<file path="src/rtl/mux_pkg.sv">
// Shared types and default widths for the two-requester round-robin mux.
package mux_pkg;
  localparam int unsigned DATA_WIDTH_DEF = 4;
  localparam int unsigned CNT_WIDTH_DEF  = 7;

  typedef enum logic {
    EMPTY = 1'b0,
    FULL  = 1'b1
  } state_e;
endpackage

</file>
<file path="src/rtl/rr_grant2.sv">
// Combinational two-way round-robin grant: on a tie the requester that was
// not granted last time wins.
module rr_grant2 (
  input  logic valid0_i,
  input  logic valid1_i,
  input  logic select_i,
  output logic grant0_o,
  output logic grant1_o
);

  // One-hot grant from the valids and the last-granted index
  always_comb begin
    grant0_o = 1'b0;
    grant1_o = 1'b0;
    if (valid0_i && valid1_i) begin
      grant0_o = select_i;
      grant1_o = ~select_i;
    end else if (valid0_i) begin
      grant0_o = 1'b1;
    end else if (valid1_i) begin
      grant1_o = 1'b1;
    end else begin
      grant0_o = 1'b0;
      grant1_o = 1'b0;
    end
  end

endmodule

</file>
<file path="src/rtl/mux21_rr_arbiter.sv">
// 2:1 round-robin arbitrating mux with a single-entry registered output stage
// and per-requester accepted-transfer counters.
module mux21_rr_arbiter
  import mux_pkg::*;
#(
  parameter int unsigned DATA_WIDTH = DATA_WIDTH_DEF,
  parameter int unsigned CNT_WIDTH  = CNT_WIDTH_DEF
) (
  input  logic                  clk,
  input  logic                  reset,
  input  logic [DATA_WIDTH-1:0] in0,
  input  logic [DATA_WIDTH-1:0] in1,
  input  logic                  in0_valid,
  input  logic                  in1_valid,
  output logic                  in0_ready,
  output logic                  in1_ready,
  output logic [DATA_WIDTH-1:0] out_data,
  output logic                  out_valid,
  input  logic                  out_ready,
  output logic                  select,
  output logic [CNT_WIDTH-1:0]  count0,
  output logic [CNT_WIDTH-1:0]  count1
);

  localparam logic [CNT_WIDTH-1:0] CNT_ONE = {{(CNT_WIDTH-1){1'b0}}, 1'b1};

  state_e                state_q, state_d;
  logic [DATA_WIDTH-1:0] out_data_q, out_data_d;
  logic                  select_q, select_d;
  logic [CNT_WIDTH-1:0]  count0_q, count0_d;
  logic [CNT_WIDTH-1:0]  count1_q, count1_d;

  logic grant0_s, grant1_s;
  logic can_load_s;
  logic xfer0_s, xfer1_s;

  rr_grant2 u_grant (
    .valid0_i (in0_valid),
    .valid1_i (in1_valid),
    .select_i (select_q),
    .grant0_o (grant0_s),
    .grant1_o (grant1_s)
  );

  // Readies are masked by reset so nothing is accepted while it is held.
  assign can_load_s = (state_q == EMPTY) || out_ready;
  assign in0_ready  = grant0_s & can_load_s & ~reset;
  assign in1_ready  = grant1_s & can_load_s & ~reset;
  assign xfer0_s    = in0_ready & in0_valid;
  assign xfer1_s    = in1_ready & in1_valid;

  // Next-state: load on transfer, drain when consumed, otherwise hold
  always_comb begin
    state_d    = state_q;
    out_data_d = out_data_q;
    select_d   = select_q;
    count0_d   = count0_q;
    count1_d   = count1_q;
    if (xfer0_s) begin
      state_d    = FULL;
      out_data_d = in0;
      select_d   = 1'b0;
      count0_d   = count0_q + CNT_ONE;
    end else if (xfer1_s) begin
      state_d    = FULL;
      out_data_d = in1;
      select_d   = 1'b1;
      count1_d   = count1_q + CNT_ONE;
    end else if ((state_q == FULL) && out_ready) begin
      state_d = EMPTY;
    end else begin
      state_d = state_q;
    end
  end

  // State, output word, last grant and counters
  always_ff @(posedge clk or posedge reset) begin
    if (reset) begin
      state_q    <= EMPTY;
      out_data_q <= '0;
      select_q   <= 1'b1;
      count0_q   <= '0;
      count1_q   <= '0;
    end else begin
      state_q    <= state_d;
      out_data_q <= out_data_d;
      select_q   <= select_d;
      count0_q   <= count0_d;
      count1_q   <= count1_d;
    end
  end

  assign out_valid = (state_q == FULL);
  assign out_data  = out_data_q;
  assign select    = select_q;
  assign count0    = count0_q;
  assign count1    = count1_q;

endmodule

</file>
<file path="config.mk">
export PLATFORM = sky130hd
export DESIGN_NAME = mux21_rr_arbiter
export DESIGN_NICKNAME = d
export VERILOG_FILES = /design/src/rtl/mux_pkg.sv /design/src/rtl/rr_grant2.sv /design/src/rtl/mux21_rr_arbiter.sv
export SDC_FILE = /design/constraint.sdc
export NUM_CORES = 1
export LEC_CHECK = 0
export BUFFER_PORTS_ARGS = -buffer_cell sky130_fd_sc_hd__buf_2
export CORE_MARGIN = 3
export CORE_UTILIZATION = 40
export DETAILED_ROUTE_END_ITERATION = 6
export PLACE_DENSITY = 0.65
export SETUP_SLACK_MARGIN = 0.05
export SLEW_MARGIN = 20
export SYNTH_ARGS = -nofsm -noshare
export SYNTH_HDL_FRONTEND = slang
export SYNTH_HIERARCHICAL = 1
export SYNTH_SLANG_ARGS = --single-unit
</file>
<file path="constraint.sdc">
create_clock -name clk -period 5.08 [get_ports clk]
set_input_delay 1.016 -clock clk [delete_from_list [all_inputs] [get_ports clk]]
set_output_delay 1.016 -clock clk [all_outputs]
set_load 0.05 [all_outputs]
</file>
==> flow_metrics.py, run 1 <==
metrics = {
    "global_routing": {
        "track_usage": 0.133,
        "grt-ovfl-total": 0,
        "antenna_found_initial": 0,
        "grt_pass1_wl_mm": 2.79,
        "grt_pass1_vias": 661,
        "grt_start_max_net_pins": 21,
    },
    "drt": {
        "dr_wl_met2_um": 844,
        "met3_length_um": 90,
        "wl_per_cell_um": 11.8,
        "drc": 0,
        "drt-met1-wl_um": 805,
        "wl_mm": 1.75,
        "dr_total_vias": 718,
        "highest_layer": "met4",
        "vias_per_cell": 4.82,
        "drtIter0Drc": 4,
        "ant_nets": 0,
        "dr.pass1.iters": 4,
    },
    "sta": {
        "whs_ns": 0.472,
        "period_share": 0.610,
        "fin_tns_setup_ns": 0,
        "max-slew-margin-rel": 0.515,
        "rsz0062_at_grt": "false",
        "worst_pin_slew_ns": 0.727,
        "slew_viol_final": 0,
        "setup_ws_ns": 1.98,
        "clock.fmax_ghz": 0.323,
        "fin_worst_skew_ns": 0.00405,
        "finalSetupViolations": 0,
        "finalHoldViolCount": 0,
        "period_needed_ns": 3.10,
    },
    "clock_tree": {
        "cts_root_buf": "clkbuf_4",
        "cts_sinks": 20,
        "cts_hold_buf": 0,
        "cts_buffers": 3,
        "clk_pin_slew_worst_paths_ns": 0.10,
        "cts_tree": "built",
        "cts_setup_buffers": 0,
        "clock_latency_ns": 0.29,
        "cts_max_path_buffers": 2,
        "cts_resized": 0,
        "htreeDepth": 1,
    },
    "job": {
        "max_cap_viol_count": 0,
    },
    "logic_synthesis": {
        "yosys.area_share.simple": 0.194,
        "synth-seq-cells": 20,
        "seq_area_frac_synth": 0.529,
        "postSynthAreaPerCell_um2": 11.2,
        "synthXorXnorAreaFrac": 0.111,
        "synth_nets": 100,
        "synth_adder_area_share": 0.0264,
        "synthMuxAreaShare": 0.0541,
        "synthCells": 85,
        "ys_types": 25,
        "yosys_warnings": 6,
        "syn_area_um2": 948,
        "synth_top_family_by_area": "simple AND/OR/NAND/NOR gates",
        "synth_compound_area_frac": 0.0660,
    },
    "worst_setup_path": {
        "reg2reg_depth": 6,
        "cp-start-kind": "input port",
        "critPathMaxFanout": 5,
        "reg2reg_from": "select",
        "startpoint": "in0_valid",
        "cpMostUsedCell": "buf_2",
        "max_stage_delay_ns": 0.34,
        "crit_path_top_delay_cell": "nor2b_1",
        "end_kind": "primary output",
        "cp_cell_sequence": "buf_2, a21boi_1, nor2b_1, and2_1, buf_2",
        "crit_path_end": "in0_ready",
        "reg2reg_slack_ns": 3.02,
        "cp.required_ns": 4.06,
        "reg2reg_to": "count0[6]",
        "crit_type": "in2out",
        "timing.critical_path.arrival_ns": 2.08,
    },
    "cells_and_area": {
        "drive_gt1_frac": 0.355,
        "stdcell_area_um2": 1180,
        "mostFrequentLayoutCell": "buf_2",
        "fillerInstances": 231,
        "diodes": 0,
        "seqCellArea_um2": 502,
        "multi_input_area_um2": 428,
        "syn_to_final_growth_pct": 24.7,
        "fin_nets": 137,
        "layout_common_cells": "buf_2 (34), dfrtp_1 (19), xnor2_1 (9), nand2_1 (9), nor2_1 (8)",
    },
    "floorplan": {
        "die_w_um": 54.7,
        "die_h_um": 54.7,
        "die-area_um2": 2990,
        "io_pins": 35,
        "rows": 17,
        "start_util": 0.425,
        "core_area_um2": 2230,
    },
    "pwr": {
        "p_leak_nw": 0.601,
        "powerDensity_nw_per_um2": 528,
        "ir_worst_vdd_mv": 0.332,
    },
    "placed_design": {
        "finalWeightedCongestion": 0.686,
        "place_ws_ns": 1.99,
        "portBuffers": 34,
        "hpwl_mm": 1.37,
        "placed_area_um2": 1150,
    },
    "run_status": {
        "status": "complete, no violations",
    },
    "worst_hold_path": {
        "hold_class": "reg2reg",
    },
}
-- where the power goes --
part / switching, mW / internal, mW / total (mW)
clock network: 0.0464 / 0.0437 / 0.0901
registers: 0.0389 / 0.204 / 0.243
logic: 0.217 / 0.0741 / 0.292
total: 0.303 / 0.322 / 0.625
-- area by class of cell --
class | count | share of cell area
repair buffers | 34 | 0.144
well taps | 28 | 0.0296
multi-input cells | 60 | 0.362
inverters | 3 | 0.00952
clock buffers | 4 | 0.0307
flip-flops and latches | 20 | 0.424
-- per-stage QoR --
| stage | util | power (mW) | std cells |
|---|---|---|---|
| after floorplan | - | 0.469 | 85 |
| after global placement | 0.513 | 0.534 | 145 |
| after detailed placement | 0.513 | 0.540 | 145 |
| after CTS | 0.529 | 0.634 | 149 |
| after global routing | 0.529 | 0.663 | 149 |
| final | 0.529 | 0.625 | 149 |
-- logic make-up (layout without fill, tap and decap cells) --
family	count (synthesis)	after routing
simple gates	34	34
xor+xnor	12	12
flops	20	20
mux	5	5
fa+ha+maj	2	2
compound gates	7	7
buf+inv	5	41
-- cells in the mapped netlist --
cell type | n | share of area
nand2b_1 | 1 | 0.0066
mux2i_1 | 4 | 0.042
a21oi_1 | 4 | 0.021
nor3_1 | 1 | 0.0053
nor2_1 | 8 | 0.032
nor2b_1 | 2 | 0.013
and3_1 | 4 | 0.026
or3_1 | 1 | 0.0066
a21boi_1 | 2 | 0.016
nor3_4 | 1 | 0.017
dfstp_2 | 1 | 0.028
nand2b_4 | 1 | 0.015
nand2_1 | 9 | 0.036
mux2_1 | 1 | 0.012
a2111oi_4 | 1 | 0.029
clkbuf_1 | 2 | 0.0079
xnor2_1 | 9 | 0.083
inv_2 | 1 | 0.0040
ha_1 | 2 | 0.026
and2_1 | 1 | 0.0066
nand3_1 | 2 | 0.011
xor2_1 | 3 | 0.028
dfrtp_1 | 19 | 0.50
inv_1 | 2 | 0.0079
nand4_1 | 3 | 0.020
-- worst max-delay path: cells and delay by family --
kind,cells,cell delay [ns]
buffers and inverters,2,0.38
AO/OA/AOI/OAI,1,0.17
AND/OR/NAND/NOR,2,0.51
-- registers in the layout (all words and copies together) (netlist names) --
signal and flops:
out_data 4, select 1, count1 7, count0 7, out_valid 1
-- how the worst min path moves through the flow --
stage / depth (start not counted) / slack, ns / end / startpoint
3_5_place_dp: 1 / 0.46 / count1[6] / count1[6]
6_report: 1 / 0.47 / count1[6] / count1[6]
5_1_grt: 1 / 0.52 / count0[6] / count0[6]
3_3_place_gp: 1 / 0.46 / count1[6] / count1[6]
4_1_cts: 1 / 0.48 / count1[6] / count1[6]
2_1_floorplan: 2 / 0.61 / select / select
-- layer usage --
layer,track usage,vias to the layer above
met5,0,-
met4,0.0747,0
met3,0.0327,2
met2,0.205,19
met1,0.167,341
li1,-,356
(Power assumes the default switching activity.)
==> run 2: changes to the inputs <==
==> constraint.sdc (replaced) <==
create_clock -name clk -period 3 [get_ports clk]
set_input_delay 0.6 -clock clk [delete_from_list [all_inputs] [get_ports clk]]
set_output_delay 0.6 -clock clk [all_outputs]
set_load 0.05 [all_outputs]
==> flow_metrics.py, run 2 (synthesis results as in run 1) <==
metrics = {
    "cells_and_area": {
        "layout_common_cells": "buf_2 (34), dfrtp_1 (19), xnor2_1 (9), nand2_1 (9), nor2_1 (8)",
        "stdcell_area_um2": 1170,
        "fillerInstances": 219,
        "diodes": 0,
        "seqCellArea_um2": 502,
        "fin_nets": 137,
        "mostFrequentLayoutCell": "buf_2",
        "drive_gt1_frac": 0.347,
        "multi_input_area_um2": 428,
        "syn_to_final_growth_pct": 23.6,
    },
    "drt": {
        "vias_per_cell": 4.90,
        "dr_total_vias": 730,
        "wl_mm": 1.89,
        "drtIter0Drc": 6,
        "dr.pass1.iters": 4,
        "wl_per_cell_um": 12.7,
        "drc": 0,
        "ant_nets": 0,
    },
    "global_routing": {
        "grt_start_max_net_pins": 21,
        "track_usage": 0.137,
        "grt-ovfl-total": 0,
        "grt_pass1_wl_mm": 2.90,
        "antenna_found_initial": 0,
        "grt_pass1_vias": 686,
    },
    "worst_setup_path": {
        "critPathMaxFanout": 4,
        "crit_type": "reg2out",
        "timing.critical_path.arrival_ns": 1.81,
        "end_kind": "primary output",
        "cp-start-kind": "flip-flop",
        "reg2reg_slack_ns": 0.92,
        "cp.required_ns": 2.40,
    },
    "pwr": {
        "switching_share": 0.496,
        "power_switching_mw": 0.513,
        "powerDensity_nw_per_um2": 883,
        "power_frac_comb": 0.476,
        "ir_worst_vdd_mv": 0.556,
        "p_leak_nw": 0.595,
        "p_seq_frac": 0.401,
        "p_clk_frac": 0.123,
        "p_int_mw": 0.522,
    },
    "clock_tree": {
        "cts_buffers": 3,
        "cts_resized": 0,
        "clk_pin_slew_worst_paths_ns": 0.11,
        "clock_latency_ns": 0.29,
        "cts_hold_buf": 0,
        "htreeDepth": 1,
        "cts_root_buf": "clkbuf_4",
        "cts_setup_buffers": 0,
        "cts_max_path_buffers": 2,
        "cts_tree": "built",
        "cts_sinks": 20,
    },
    "sta": {
        "period_needed_ns": 2.41,
        "slew_viol_final": 0,
        "clock.fmax_ghz": 0.415,
        "finalSetupViolations": 0,
        "finalHoldViolCount": 0,
        "fin_worst_skew_ns": 0.0133,
        "rsz0062_at_grt": "false",
        "fin_tns_setup_ns": 0,
        "setup_ws_ns": 0.591,
        "worst_pin_slew_ns": 0.731,
        "period_share": 0.803,
        "max-slew-margin-rel": 0.512,
        "whs_ns": 0.432,
    },
    "placed_design": {
        "placed_area_um2": 1150,
        "place_ws_ns": 0.708,
        "finalWeightedCongestion": 0.667,
        "portBuffers": 34,
    },
    "floorplan": {
        "io_pins": 35,
        "rows": 17,
        "start_util": 0.425,
        "core_area_um2": 2230,
        "die_h_um": 54.7,
        "die-area_um2": 2990,
        "die_w_um": 54.7,
    },
    "run_status": {
        "status": "complete, no violations",
    },
    "worst_hold_path": {
        "hold_class": "in2async",
    },
    "job": {
        "max_cap_viol_count": 0,
    },
}
[run 2: cell counts in the layout (fill, tap and decap cells not counted)]
No cell type changed its count.
[run 2: worst paths after layout]
kind | from | end | cells after the start
setup reg to reg | select | count0[6] | 6
min in group clk | count1[6] | count1[6] | 1
hold reg to reg | count1[6] | count1[6] | 1
setup / recovery | select | in0_ready | 5
max in group asynchronous | reset | count0[1] | 2
hold / removal | reset | count0[4] | 2
[run 2: power by group through the flow]
| stage | clock network, mW | registers (mW) | logic (mW) |
|---|---|---|---|
| 6_report | 0.127 | 0.415 | 0.493 |
| 3_3_place_gp | 0 | 0.416 | 0.490 |
| 2_1_floorplan | 0 | 0.670 | 0.124 |
| 5_1_grt | 0.144 | 0.430 | 0.525 |
| 3_5_place_dp | 0 | 0.422 | 0.499 |
| 4_1_cts | 0.132 | 0.417 | 0.499 |
[run 2: per-stage QoR]
stage               std cells  utilization  total power, mW
floorplan                  85            -            0.794
global placement          145        0.513            0.906
detailed placement        145        0.513            0.921
CTS                       149        0.525             1.05
global route              149        0.525             1.10
finish                    149        0.525             1.03
[run 2: routing by layer]
| metal | GRT usage | part of all wire | vias to the layer above |
|---|---|---|---|
| li1 | - | - | 355 |
| met1 | 0.165 | 0.42 | 356 |
| met2 | 0.230 | 0.51 | 17 |
| met3 | 0.0300 | 0.058 | 2 |
| met4 | 0.0622 | 0.0079 | 0 |
| met5 | 0 | 0 | - |
[run 2: layout make-up]
cell class / count / share of cell area
well taps: 28 / 0.0299
inverters: 3 / 0.00961
flip-flops and latches: 20 / 0.428
clock buffers: 4 / 0.0224
multi-input cells: 60 / 0.365
repair buffers: 34 / 0.145
[run 2: worst max-delay path, stage by stage (launching register included)]
cell and delay [ns]:
dfstp_2 0.57, inv_1 0.05, a21boi_1 0.12, nor2b_1 0.35, and2_1 0.18, buf_2 0.25
==> run 3: changes to the inputs <==
--- a/config.mk
+++ b/config.mk
@@ -5,6 +5,7 @@
 export SDC_FILE = /design/constraint.sdc
 export NUM_CORES = 1
 export LEC_CHECK = 0
+export ABC_AREA = 1
 export BUFFER_PORTS_ARGS = -buffer_cell sky130_fd_sc_hd__buf_2
 export CORE_MARGIN = 3
 export CORE_UTILIZATION = 40
==> constraint.sdc (replaced) <==
create_clock -name clk -period 1.95 [get_ports clk]
set_input_delay 0.39 -clock clk [delete_from_list [all_inputs] [get_ports clk]]
set_output_delay 0.39 -clock clk [all_outputs]
set_load 0.05 [all_outputs]
==> flow_metrics.py, run 3 <==
metrics = {
    "run_status": {
        "status": "complete, no violations",
    },
    "drt": {
        "wl_per_cell_um": 10.5,
        "ant_nets": 0,
        "dr_total_vias": 1062,
        "wl_mm": 2.36,
        "drc": 0,
        "drtIter0Drc": 48,
        "vias_per_cell": 4.72,
        "dr.pass1.iters": 4,
    },
    "clock_tree": {
        "cts_tree": "built",
        "clock_latency_ns": 0.30,
        "cts_sinks": 20,
        "cts_buffers": 3,
        "clk_pin_slew_worst_paths_ns": 0.11,
        "cts_root_buf": "clkbuf_4",
        "cts_max_path_buffers": 2,
        "htreeDepth": 1,
        "cts_hold_buf": 0,
    },
    "logic_synthesis": {
        "synth_ff_type": "dfrtp_1",
        "synth_edf_count": 0,
        "postSynthAreaPerCell_um2": 7.26,
        "synthArstFlopShare": 1.00,
        "yosys-top-cells-count": "nand2_1 (71), inv_1 (25), dfrtp_1 (19)",
        "synth_nets": 172,
        "seq_area_frac_synth": 0.440,
        "synth-seq-cells": 20,
        "syn_area_um2": 1140,
        "synth_top_area_share": 0.417,
        "ys_types": 18,
        "yosys_warnings": 6,
        "synthCells": 157,
        "synth_largest_area_cell": "dfrtp_1",
        "synth_most_common_cell": "nand2_1",
        "synth_area_leaders": "dfrtp_1 (42%), nand2_1 (23%), inv_1 (8.2%)",
    },
    "cells_and_area": {
        "fillerInstances": 274,
        "layout_common_cells": "nand2_1 (70), buf_2 (33), inv_1 (24)",
        "mostFrequentLayoutCell": "nand2_1",
        "drive_gt1_frac": 0.246,
        "fin_cells": 225,
        "fin_nets": 211,
        "syn_to_final_growth_pct": 22.3,
        "diodes": 0,
        "fin_util": 0.538,
    },
    "global_routing": {
        "track_usage": 0.146,
        "grt_start_max_net_pins": 21,
        "antenna_found_initial": 0,
        "grt-ovfl-total": 0,
        "grt_pass1_wl_mm": 3.94,
        "grt_pass1_vias": 940,
    },
    "worst_setup_path": {
        "critPathMaxFanout": 6,
        "timing.critical_path.arrival_ns": 1.48,
        "cp.required_ns": 1.56,
        "end_kind": "primary output",
        "cp-start-kind": "flip-flop",
        "crit_type": "reg2out",
    },
    "floorplan": {
        "core_area_um2": 2590,
        "start_util": 0.440,
        "die_w_um": 59.4,
        "io_pins": 35,
        "rows": 18,
        "die-area_um2": 3530,
        "die_h_um": 59.4,
    },
    "sta": {
        "worst_pin_slew_ns": 0.245,
        "clock.fmax_ghz": 0.535,
        "finalHoldViolCount": 0,
        "finalSetupViolations": 0,
        "slew_viol_final": 0,
        "fin_worst_skew_ns": 0.00676,
        "rsz0062_at_grt": "true",
        "max-slew-margin-rel": 0.837,
        "period_needed_ns": 1.87,
        "period_share": 0.959,
    },
    "placed_design": {
        "portBuffers": 34,
        "finalWeightedCongestion": 0.768,
        "dp.cells": 221,
        "hpwl_mm": 1.87,
    },
    "pwr": {
        "p_seq_frac": 0.395,
        "ir_worst_vdd_mv": 0.929,
        "p_leak_nw": 0.825,
        "power_frac_comb": 0.461,
        "p_clk_frac": 0.145,
        "power_switching_mw": 0.809,
        "powerDensity_nw_per_um2": 1170,
        "p_int_mw": 0.824,
        "switching_share": 0.496,
    },
    "worst_hold_path": {
        "hold_class": "in2async",
    },
    "job": {
        "max_cap_viol_count": 0,
    },
}
==> run 3: layout make-up <==
cell class | count | area [µm²] | area share
inverters | 25 | 93.8 | 0.0673
multi-input cells | 111 | 541 | 0.388
flip-flops and latches | 20 | 502 | 0.360
well taps | 30 | 37.5 | 0.0269
repair buffers | 35 | 184 | 0.132
clock buffers | 4 | 36.3 | 0.0260
==> run 3: worst paths after layout <==
kind / slack [ns] / from / depth (start not counted) / endpoint
worst max-delay path: 0.08 / select / 7 / in0_ready
worst min-delay path: 0.14 / reset / 3 / count0[3]
worst max register to register: 0.31 / select / 9 / count1[3]
worst min register to register: 0.50 / out_data[3] / 2 / out_data[3]
max in group asynchronous: 1.55 / reset / 3 / select
min in group clk: 0.40 / in1[0] / 5 / out_data[0]
==> run 3: cells by family after synthesis <==
family,after synthesis,share of synthesized area
adders and majority gates,2,0.0220
and+or+nand+nor,97,0.373
buffers and inverters,26,0.0922
AOI/OAI and AO/OA,6,0.0263
xor gates and xnor gates,6,0.0461
DFF,20,0.440
==> run 3: per-stage QoR <==
stage / hold slack [ns] / setup WS [ns] / power [mW] / TNS [ns] / cell area [µm²]
after detailed placement: 0.462 / 0.272 / 1.41 / 0 / 1340
after floorplan: 0.353 / 0.140 / 1.22 / 0 / 1140
after global routing: 0.161 / -0.0117 / 1.74 / -0.0117 / 1390
after global placement: 0.467 / 0.307 / 1.39 / 0 / 1340
after CTS: 0.139 / 0.0515 / 1.65 / 0 / 1390
final: 0.138 / 0.0809 / 1.63 / 0 / 1390
==> run 3: power groups by stage <==
stage / clock, mW / combinational (mW) / sequential (mW)
global route: 0.271 / 0.806 / 0.666
global placement: 0 / 0.745 / 0.647
finish: 0.236 / 0.753 / 0.645
detailed placement: 0 / 0.755 / 0.651
CTS: 0.246 / 0.760 / 0.645
floorplan: 0 / 0.221 / 0.998
==> run 3: worst max-delay path: stages (launching register included) <==
cell and delay (ns):
dfstp_2 0.58, nand3_2 0.07, nand2_2 0.06, inv_2 0.04, nor2_4 0.14, nand2_1 0.07
inv_1 0.06, buf_6 0.15
==> run 3: repair_timing <==
action,in CTS,in global routing
endpoints found under the setup margin,1,1
buffers inserted,0,0
resized for setup,2,3
gates cloned,0,0
==> run 3: routing by layer <==
| metal | global-route usage | up-vias | part of all wire | routed length, µm |
|---|---|---|---|---|
| li1 | - | 558 | - | - |
| met1 | 0.180 | 477 | 0.45 | 1070 |
| met2 | 0.240 | 23 | 0.48 | 1130 |
| met3 | 0.0392 | 4 | 0.055 | 131 |
| met4 | 0.0583 | 0 | 0.014 | 32 |
| met5 | 0 | - | 0 | 0 |
